==> src/rtl/mem_port_arbiter.sv <==
// rtl/mem_port_arbiter.sv - single-port memory shared between instruction fetch and load/store
//
// Purpose: arbitrates the CPU fetch port and data port onto one single-port memory with
// one access in flight at a time. Data has priority, but a streak limit bounds how many
// consecutive data grants may pass a waiting fetch.
//
// Ports:
//   clk, reset                       clock and synchronous active-high reset
//   if_req/if_addr                   fetch request (held until if_gnt)
//   if_gnt/if_rvalid/if_rdata        fetch accept pulse, data-valid pulse, read data
//   d_req/d_we/d_addr/d_wdata/d_wstrb data request (held until d_gnt)
//   d_gnt/d_rvalid/d_rdata           data accept pulse, completion pulse, load data (0 for stores)
//   mem_en/mem_we/mem_addr/mem_wdata/mem_wstrb  memory access strobe and command
//   mem_rdata                        memory read data, valid MEM_LATENCY cycles after mem_en
module mem_port_arbiter #(
    parameter int ADDR_W          = 32,
    parameter int DATA_W          = 32,
    parameter int MEM_LATENCY     = 1,
    parameter int MAX_DATA_STREAK = 4
) (
    input  logic                clk,
    input  logic                reset,
    input  logic                if_req,
    input  logic [ADDR_W-1:0]   if_addr,
    output logic                if_gnt,
    output logic                if_rvalid,
    output logic [DATA_W-1:0]   if_rdata,
    input  logic                d_req,
    input  logic                d_we,
    input  logic [ADDR_W-1:0]   d_addr,
    input  logic [DATA_W-1:0]   d_wdata,
    input  logic [DATA_W/8-1:0] d_wstrb,
    output logic                d_gnt,
    output logic                d_rvalid,
    output logic [DATA_W-1:0]   d_rdata,
    output logic                mem_en,
    output logic                mem_we,
    output logic [ADDR_W-1:0]   mem_addr,
    output logic [DATA_W-1:0]   mem_wdata,
    output logic [DATA_W/8-1:0] mem_wstrb,
    input  logic [DATA_W-1:0]   mem_rdata
);
    localparam int STRB_W = DATA_W / 8;
    localparam int LAT_W  = (MEM_LATENCY > 1) ? $clog2(MEM_LATENCY) : 1;
    localparam int STK_W  = $clog2(MAX_DATA_STREAK + 1);
    localparam logic [LAT_W-1:0] LAT_INIT   = LAT_W'(MEM_LATENCY - 1);
    localparam logic [STK_W-1:0] STREAK_MAX = STK_W'(MAX_DATA_STREAK);

    typedef enum logic {S_IDLE, S_WAIT} state_t;
    typedef enum logic {OWN_FETCH, OWN_DATA} owner_t;

    state_t           state, state_n;
    owner_t           owner, owner_n;
    logic             owner_we, owner_we_n;
    logic [LAT_W-1:0] lat_cnt, lat_cnt_n;
    logic [STK_W-1:0] streak, streak_n;
    logic             data_wins;

    // Data wins unless fetch is also waiting and the data streak is exhausted.
    assign data_wins = d_req && (!if_req || (streak < STREAK_MAX));

    always_ff @(posedge clk) begin
        if (reset) begin
            state    <= S_IDLE;
            owner    <= OWN_FETCH;
            owner_we <= 1'b0;
            lat_cnt  <= '0;
            streak   <= '0;
        end else begin
            state    <= state_n;
            owner    <= owner_n;
            owner_we <= owner_we_n;
            lat_cnt  <= lat_cnt_n;
            streak   <= streak_n;
        end
    end

    always_comb begin
        state_n    = state;
        owner_n    = owner;
        owner_we_n = owner_we;
        lat_cnt_n  = lat_cnt;
        streak_n   = streak;
        if_gnt     = 1'b0;
        if_rvalid  = 1'b0;
        if_rdata   = '0;
        d_gnt      = 1'b0;
        d_rvalid   = 1'b0;
        d_rdata    = '0;
        mem_en     = 1'b0;
        mem_we     = 1'b0;
        mem_addr   = '0;
        mem_wdata  = '0;
        mem_wstrb  = '0;

        // Outputs are gated by reset so nothing leaks out while reset is held,
        // including a read completion that would otherwise land during reset.
        if (!reset) begin
            case (state)
                S_IDLE: begin
                    if (data_wins) begin
                        d_gnt      = 1'b1;
                        mem_en     = 1'b1;
                        mem_we     = d_we;
                        mem_addr   = d_addr;
                        mem_wdata  = d_wdata;
                        mem_wstrb  = d_wstrb;
                        owner_n    = OWN_DATA;
                        owner_we_n = d_we;
                        lat_cnt_n  = LAT_INIT;
                        state_n    = S_WAIT;
                        // Only a grant that actually passed a waiting fetch counts.
                        streak_n   = if_req ? streak + STK_W'(1) : '0;
                    end else if (if_req) begin
                        if_gnt     = 1'b1;
                        mem_en     = 1'b1;
                        mem_addr   = if_addr;
                        owner_n    = OWN_FETCH;
                        owner_we_n = 1'b0;
                        lat_cnt_n  = LAT_INIT;
                        state_n    = S_WAIT;
                        streak_n   = '0;
                    end
                end
                S_WAIT: begin
                    if (lat_cnt == '0) begin
                        if (owner == OWN_DATA) begin
                            d_rvalid = 1'b1;
                            d_rdata  = owner_we ? '0 : mem_rdata;
                        end else begin
                            if_rvalid = 1'b1;
                            if_rdata  = mem_rdata;
                        end
                        state_n = S_IDLE;
                    end else begin
                        lat_cnt_n = lat_cnt - LAT_W'(1);
                    end
                end
                default: state_n = S_IDLE;
            endcase
        end
    end

    logic unused_strb;
    assign unused_strb = (STRB_W == 0);
endmodule
==> config.mk <==
export PLATFORM = sky130hd
export DESIGN_NAME = mem_port_arbiter
export DESIGN_NICKNAME = d
export VERILOG_FILES = /design/src/rtl/mem_port_arbiter.sv
export SDC_FILE = /design/constraint.sdc
export NUM_CORES = 1
export LEC_CHECK = 0
export BUFFER_PORTS_ARGS = -buffer_cell sky130_fd_sc_hd__buf_2
export CAP_MARGIN = 20
export CORE_AREA = 4 4 106 108
export CTS_CLUSTER_DIAMETER = 50
export CTS_CLUSTER_SIZE = 12
export DETAILED_ROUTE_END_ITERATION = 6
export DIE_AREA = 0 0 110 112
export GPL_ROUTABILITY_DRIVEN = 0
export SLEW_MARGIN = 40
export SYNTH_ARGS = -nofsm -noshare
export SYNTH_HDL_FRONTEND = slang
export SYNTH_SLANG_ARGS = --single-unit
export TNS_END_PERCENT = 10
==> constraint.sdc <==
create_clock -name clk -period 1.4 [get_ports clk]
set_input_delay 0.28 -clock clk [delete_from_list [all_inputs] [get_ports clk]]
set_output_delay 0.28 -clock clk [all_outputs]
set_load 0.02 [all_outputs]
Word-level counts from Yosys, hierarchy flattened
Index checks and enable logic that the tools add are counted.
Operators by class
  add/subtract/negate cells: 2
  magnitude comparators: 1
  equality and inequality tests: 1
  muxes and demuxes: 51
  bitwise logic cells: 1
  reduce and logical (&&, ||, !) cells: 5
Operator list (number)
  $mux 32: 16
  $mux 1: 27
  $mux 4: 3
  $mux 3: 3
  $pmux 1 s2: 2
  $add 3x1->3 const B: 1
  $lt 3x3->1 const B: 1
  $ne 3x3->1 const B: 1
  $reduce_and 2->1: 1
  $reduce_bool 2->1: 1
  $logic_and 1x1->1: 1
  $logic_not 1->1: 1
  $logic_or 1x1->1: 1
  $not 1->1: 1
  $sub 1x1->1 const B: 1
Storage, ports and cells
  register bits: 7
  bits of input ports: 137

Logic depth before layout (Yosys ltp)
Gate-level depths: netlist (run 1).
  depth after elaboration: 6
  mapped depth: 5
  gate-level depth less buffers: 4

Least setup slack after synthesis (run 1)
OpenSTA, ideal clock, no wires.
  path kind: input -> output
  from: input port reset
  to: output port d_rdata[10]
  arrival: 1376 ps
  path slack: -256 ps
  stages: 5
  path buffers: 2
  cell sequence: buf_4 -> and3b_1 -> and2b_1 -> clkbuf_2 -> and2_1
On the way
  cells in the longest elaborated chain, start to end: 1
RTL lines
  from (decl): line 22  | input logic reset,
  $mux 32: line 98  | if (!reset) begin
  to (decl): line 35  | output logic [DATA_W-1:0] d_rdata,
Every way passes these cells.

Worst setup path after layout (run 1)
  from: register streak[2]
  to: output port mem_addr[5]
On the way
  cells in the longest elaborated chain, start to end: 6
RTL lines
  from (decl): line 56  | logic [STK_W-1:0] streak, streak_n;
  from (signal assigned): line 74  | streak <= streak_n;
  $lt 3x3->1: line 60  | assign data_wins = d_req && (!if_req || (streak < STREAK_MAX));
  $logic_or 1x1->1: line 60
  $logic_and 1x1->1: line 60
  $mux 32: line 101  | if (data_wins) begin
  $mux 32: line 99  | case (state)
  $mux 32: line 98
  to (decl): line 38  | output logic [ADDR_W-1:0] mem_addr,
Every way passes these cells.

==> summary.txt, run 1 <==
Placement
  – HPWL after DPL: 6610 um
  – Pre-CTS setup slack: -403 ps
  – Post-Place Cell Area: 2990 um2
  – # port buffers: 274

STA
  – Rel. slew slack: 0.762
  – Clock skew: 1.54 ps
  – Slew @ Worst Pin: 358 ps
  – Hold Fails Final Rpt: 0
  – Final Cycle Share: 1.29
  – Period minus WS final: 1810 ps
  – RSZ-0062 raised after global routing: true
  – Slew Limit Fails: 0
  – Post-layout worst setup margin: -412 ps
  – Final setup fails: 136
  – Max Clk Rate: 552 MHz

GRT
  – Largest net degree at the start of global routing: 37
  – Total GRT Usage: 0.117
  – Total grt overflow: 0
  – First-pass GRT wire length: 11,700 um
  – Initial antenna violation count: 1
  – Vias in the first global route: 2,422

Cells and area
  – Nets: 599
  – Fillers: 1,028
  – Ratio of cells with drive above 1 in the final layout: 0.795
  – Area growth, synth to finish: 200%
  – Cell area after layout: 3940 um2
  – # diodes: 0

Power
  – VDD IR-drop max: 0.000452 V
  – Post-route total power: 0.00148 W
  – PwrDens: 376 nW/um2
  – Lkg Pwr: 2.14 nW

Synthesis
  – Distinct cells, synth: 24
  – Register area share after synthesis: 0.0915
  – Post-synthesis register bit count: 6
  – Synth Instances: 181
  – Post-Syn Area per Cell: 7.25 um2
  – Syn_nets: 319
  – Post-Syn Area: 1310 um2
  – Warnings, synthesis: 0

Worst setup path
  – CP peak stage delay: 310 ps
  – Crit path max fanout: 8
  – WS Path Type: register to primary output
  – CP cell instances: and2b_2 -> nor3_4 -> buf_6 -> buf_8 -> a22o_1 -> buf_6
  – CP Capture Type: primary output
  – Cell mode on critical path: buf_6
  – Slowest-stage cell, CP: dfxtp_2
  – CP required: 1120 ps
  – CP Launch Type: register
  – Arrival @ worst endpoint: 1530 ps

Route
  – Drt wl/cell: 14.9 um
  – First-pass detailed-route iteration total: 4
  – DR iter-0 viols: 114
  – Final WL: 8880 um
  – Post-route DRC violation count: 0
  – Routed Antenna Nets: 0
  – Via/cell ratio: 4.14
  – DR vias: 2,464

Status
  – Status: complete, but fails checks
  – Failing checks: negative setup slack

Clocking
  – Clock buffer depth: 2
  – CTS Root Cell: clkbuf_8
  – Num Clock Sinks: 6
  – Worst skew pair latency: 220 ps
  – H-tree depth: 1
  – CTS Buf Count: 3
  – Cts hold-fix bufs: 0
  – CTS tree: done
  – Clock transition at path regs: 30 ps

Floorplanning
  – Die area: 12,300 um2
  – Core Box Area: 10,200 um2
  – Site Rows: 37
  – Initial Util: 0.128
  – Boundary pin count: 275
  – Die X: 110 um
  – Die Y: 112 um

Worst hold path
  – Worst Hold Class: input port to register

Flow run
  – Max Cap Viol: 0
cell usage in the layout (no fill, tap or decap), types with 2 or more instances in the layout:
master,n
dfxtp_2,2
a22o_1,31
a22o_4,2
clkbuf_8,3
and2_4,56
dfxtp_1,4
nand2b_4,2
nor3_4,2
clkbuf_16,2
nor2_1,3
nand2_1,3
a21oi_1,2
buf_2,145
buf_12,3
and2_1,46
buf_6,104
buf_4,36
power breakdown:
group          total (W)  internal, W  leakage [nW]  switching [W]
Clock           0.000253     0.000184        0.0216      0.0000686
Sequential      0.000187     0.000181        0.0499     0.00000599
Combinational    0.00104     0.000565          2.06       0.000478
cell usage after synthesis:
cell       count  area share
a21oi_1        2      0.0076
a22o_1        33        0.22
a2bb2oi_1      1      0.0067
a32o_1         1      0.0076
and2_1       102        0.49
and2b_1        1      0.0057
and2b_2        1      0.0067
and3b_1        1      0.0067
buf_2          8       0.031
buf_4          1      0.0057
clkbuf_1       4       0.011
clkbuf_2       4       0.015
dfxtp_1        6       0.092
ha_1           1      0.0095
nand2_1        3      0.0086
nand2b_1       1      0.0048
nand2b_4       1       0.010
nor2_1         3      0.0086
nor2b_1        1      0.0048
nor3_4         2       0.025
nor3b_2        1      0.0095
o21bai_1       1      0.0057
or3_1          1      0.0048
or3b_2         1      0.0067
worst paths after layout:
kind | from | endpoint | slack (ps) | depth (start not counted)
worst max-delay path | streak[2]$_SDFFE_PP0P_ | mem_addr[5] | -410 | 6
worst max register to register | state$_SDFF_PP0_ | streak[1]$_SDFFE_PP0P_ | 150 | 5
worst min register to register | streak[1]$_SDFFE_PP0P_ | streak[1]$_SDFFE_PP0P_ | 470 | 1
worst min-delay path | d_we | owner_we$_SDFFE_PP0P_ | 300 | 2
cells by family (layout without fill, tap and decap cells):
kind of cell	Yosys count	count (layout)	synth area share
AND/OR/NAND/NOR	119	119	0.588
flip-flops	6	6	0.0915
adder cells (fa/ha/maj)	1	1	0.00953
AO/OA/AOI/OAI	38	38	0.248
buffers and inverters	17	295	0.0629
stage by stage:
step,cells,hold WS [ps],setup TNS [ps],util
after detailed placement,586,461,-34440,0.292
after global placement,586,453,-32140,0.292
after global routing,595,301,-54400,0.385
final,595,302,-44690,0.385
after floorplan,181,413,-8270,-
after CTS,593,293,-49150,0.350
repair_timing:
| action | 4_1_cts | 5_1_grt |
|---|---|---|
| endpoints found under the setup margin | 136 | 137 |
| gates cloned | 2 | 2 |
| buffers inserted | 2 | 2 |
| gates resized for setup | 160 | 111 |
| pin swaps | 23 | 36 |
flip-flops by register name, summed over array words and instances, names as in the netlist:
name / cells
owner_we: 1
state: 1
streak: 3
owner: 1
cell type report:
class	instances	area (um2)	area share
clock buffer	3	41.3	0.0105
multi-input combinational	158	1290	0.327
sequential	6	123	0.0311
tap	136	170	0.0432
timing repair buffer	292	2320	0.588
critical path, delay by kind of cell (launching register included):
| kind | cells | cell delay, ps |
|---|---|---|
| flops | 1 | 310 |
| compound gates | 1 | 160 |
| simple gates | 2 | 440 |
| buf+inv | 3 | 380 |
per-layer routing:
metal / wire length [um] / GRT usage / part of all wire / vias up
met5: 13 / 0 / 0.0015 / -
met4: 99 / 0.0308 / 0.011 / 2
met3: 1120 / 0.0313 / 0.13 / 12
met2: 4820 / 0.230 / 0.54 / 168
met1: 2820 / 0.117 / 0.32 / 1116
li1: - / - / - / 1166
No activity file was read; power rests on OpenSTA's default activity.
==> run 2: changes to the inputs <==
--- a/config.mk
+++ b/config.mk
@@ -7,11 +7,11 @@
 export LEC_CHECK = 0
 export BUFFER_PORTS_ARGS = -buffer_cell sky130_fd_sc_hd__buf_2
 export CAP_MARGIN = 20
-export CORE_AREA = 4 4 106 108
+export CORE_AREA = 4 4 105 107
 export CTS_CLUSTER_DIAMETER = 50
 export CTS_CLUSTER_SIZE = 12
 export DETAILED_ROUTE_END_ITERATION = 6
-export DIE_AREA = 0 0 110 112
+export DIE_AREA = 0 0 109 111
 export GPL_ROUTABILITY_DRIVEN = 0
 export SLEW_MARGIN = 40
 export SYNTH_ARGS = -nofsm -noshare
==> constraint.sdc (replaced) <==
create_clock -name clk -period 2.2 [get_ports clk]
set_input_delay 0.44 -clock clk [delete_from_list [all_inputs] [get_ports clk]]
set_output_delay 0.44 -clock clk [all_outputs]
set_load 0.02 [all_outputs]
==> run 2 against run 1 <==
Net effect:
- the run now ends clean
- hold slack better by 150 ps
- global-route usage decreased by 0.95 points
- combinational power shrank 54%
- sequential power shrank 36%
- die area down 1.8%
- sequential share of layout area is 1.0 points higher
- core utilization fell by 9.9 points
- clock power is 36% lower
- critical path type is now input port to primary output
==> summary.txt, run 2 (synthesis gave the netlist of run 1 again) <==
STA
  – Slew Limit Fails: 0 (unchanged)
  – Setup TNS: 0 ps (was -44,690 ps)
  – Rel. slew slack: 0.782 (was 0.762)
  – Final Cycle Share: 0.959
  – RSZ-0062 raised after global routing: false (was true)
  – Hold Fails Final Rpt: 0 (unchanged)
  – Clock skew: 3.60 ps (was 1.54 ps)
  – Final setup fails: 0 (was 136)
  – Period minus WS final: 2110 ps
  – Slew @ Worst Pin: 327 ps (was 358 ps)
  – Max Clk Rate: 474 MHz
  – Worst hold slack: 454 ps (was 302 ps)

Worst setup path
  – CP peak stage delay: 260 ps (was 310 ps)
  – Arrival @ worst endpoint: 1670 ps (was 1530 ps)
  – CP Capture Type: primary output (unchanged)
  – Slowest-stage cell, CP: buf_12 (was dfxtp_2)
  – Cell mode on critical path: buf_2 (was buf_6)
  – CP Launch Type: input port (was register)
  – Crit path max fanout: 72 (was 8)
  – WS Path Type: input port to primary output (was register to primary output)
  – Delay-heaviest family, CP: buffers and inverters (was simple AND/OR/NAND/NOR gates)
  – Crit path buffers/inverters: 3 (unchanged)
  – CP required: 1760 ps (was 1120 ps)
  – CP cell instances: buf_2 -> and2_1 -> nor3_4 -> buf_12 -> a22o_1 -> buf_2 (was and2b_2 -> nor3_4 -> buf_6 -> buf_8 -> a22o_1 -> buf_6)

Route
  – Via/cell ratio: 3.95 (was 4.14)
  – Drt wl/cell: 12.7 um (was 14.9 um)
  – DR iter-0 viols: 56 (was 114)
  – First-pass detailed-route iteration total: 4 (unchanged)
  – Final WL: 7390 um (was 8880 um)
  – Post-route DRC violation count: 0 (unchanged)
  – Routed Antenna Nets: 0 (unchanged)
  – DR vias: 2,301 (was 2,464)

Floorplanning
  – Boundary pin count: 275 (unchanged)
  – Die area: 12,100 um2 (was 12,300 um2)
  – Initial Util: 0.129 (was 0.128)
  – Die X: 109 um (was 110 um)
  – Core Box Area: 10,100 um2 (was 10,200 um2)
  – Die Y: 111 um (was 112 um)
  – Site Rows: 37 (unchanged)

Cells and area
  – Most common cell after layout, fill and taps aside: buf_2 (unchanged)
  – Commonest non-fill, non-tap cells in the layout: buf_2 (274), and2_1 (102), a22o_1 (33), dfxtp_1 (6), buf_12 (4) (was buf_2 (145), buf_6 (104), and2_4 (56), and2_1 (46), buf_4 (36))
  – Nets: 586 (was 599)
  – Post-layout util: 0.286 (was 0.385)
  – Ratio of cells with drive above 1 in the final layout: 0.646 (was 0.795)
  – # diodes: 0 (unchanged)
  – Max FFs per register: 3 (unchanged)
  – Area growth, synth to finish: 121% (was 200%)
  – Largest Register: streak (unchanged)
  – Fillers: 1,096 (was 1,028)

GRT
  – Total GRT Usage: 0.108 (was 0.117)
  – Total grt overflow: 0 (unchanged)
  – Vias in the first global route: 2,194 (was 2,422)
  – Largest net degree at the start of global routing: 73 (was 37)
  – Initial antenna violation count: 1 (unchanged)
  – First-pass GRT wire length: 10,500 um (was 11,700 um)

Clocking
  – CTS Root Cell: clkbuf_8 (unchanged)
  – Worst skew pair latency: 220 ps (about the same)
  – H-tree depth: 1 (unchanged)
  – CTS tree: done (unchanged)
  – Clock transition at path regs: 40 ps (was 30 ps)
  – Num Clock Sinks: 6 (unchanged)
  – Cts hold-fix bufs: 0 (unchanged)
  – Post CTS Setup Buffer Count: 0 (was 2)
  – CTS Buf Count: 3 (unchanged)
  – Post-cts sizing count: 0 (was 160)
  – Clock buffer depth: 2 (unchanged)

Flow run
  – Max Cap Viol: 0 (unchanged)

Worst hold path
  – Worst Hold Class: input port to register (unchanged)

Status
  – Status: finished, final reports clean (was complete, but fails checks)

Power
  – Post-route total power: 0.000760 W (was 0.00148 W)
  – VDD IR-drop max: 0.000105 V (was 0.000452 V)
  – PwrDens: 262 nW/um2 (was 376 nW/um2)
  – Lkg Pwr: 1.87 nW (was 2.14 nW)

Placement
  – HPWL after DPL: 6610 um (about the same)
  – # port buffers: 274 (unchanged)
==> run 2: cell count changes in the layout (fill, tap and decap cells not counted), moves of 2 or more <==
cell,delta
and2_4,-56
dfxtp_1,+2
buf_4,-35
a22o_4,-2
clkbuf_16,-2
dfxtp_2,-2
and2_1,+56
a22o_1,+2
buf_6,-104
buf_2,+129
==> run 2: worst reg2reg max path, cell delays in order (launching register included) <==
cell and delay [ps]:
dfxtp_1 330, nand2b_4 170, nor3_4 200, buf_12 260, a32o_1 230
==> run 2: report_power, final <==
part | internal, W | total [W] | switching (W)
registers | 0.000115 | 0.000119 | 0.00000417
clock network | 0.000117 | 0.000161 | 0.0000436
logic | 0.000220 | 0.000480 | 0.000260
total | 0.000452 | 0.000760 | 0.000308
==> run 2: path summary, 6_finish.rpt <==
| kind | startpoint | end | slack, ps | cells past startpoint |
|---|---|---|---|---|
| setup reg to reg | state$_SDFF_PP0_ | streak[1]$_SDFFE_PP0P_ | 960 | 4 |
| hold reg to reg | streak[1]$_SDFFE_PP0P_ | streak[1]$_SDFFE_PP0P_ | 470 | 1 |
| hold / removal | d_we | owner_we$_SDFFE_PP0P_ | 450 | 2 |
| setup / recovery | if_req | mem_addr[17] | 90 | 6 |
==> run 2: cell type report <==
cell class / instances / area (um2) / area share
clock buffers: 3 / 41.3 / 0.0142
multi-input cells: 158 / 1110 / 0.383
flip-flops and latches: 6 / 120 / 0.0414
well taps: 136 / 170 / 0.0587
repair buffers: 279 / 1460 / 0.503
==> run 2: routing by layer <==
metal / GRT usage / wire length (um)
met1: 0.110 / 2430
met2: 0.211 / 3830
met3: 0.0285 / 1030
met4: 0.0244 / 76
met5: 0 / 20
==> run 2: per-stage QoR <==
stage | setup slack, ps | std cells | instance area (um2)
final | 90.6 | 582 | 2900
after detailed placement | 96.2 | 579 | 2860
after global routing | 32.6 | 582 | 2900
after global placement | 103 | 579 | 2860
after floorplan | 224 | 181 | 1310
after CTS | 85.1 | 582 | 2900
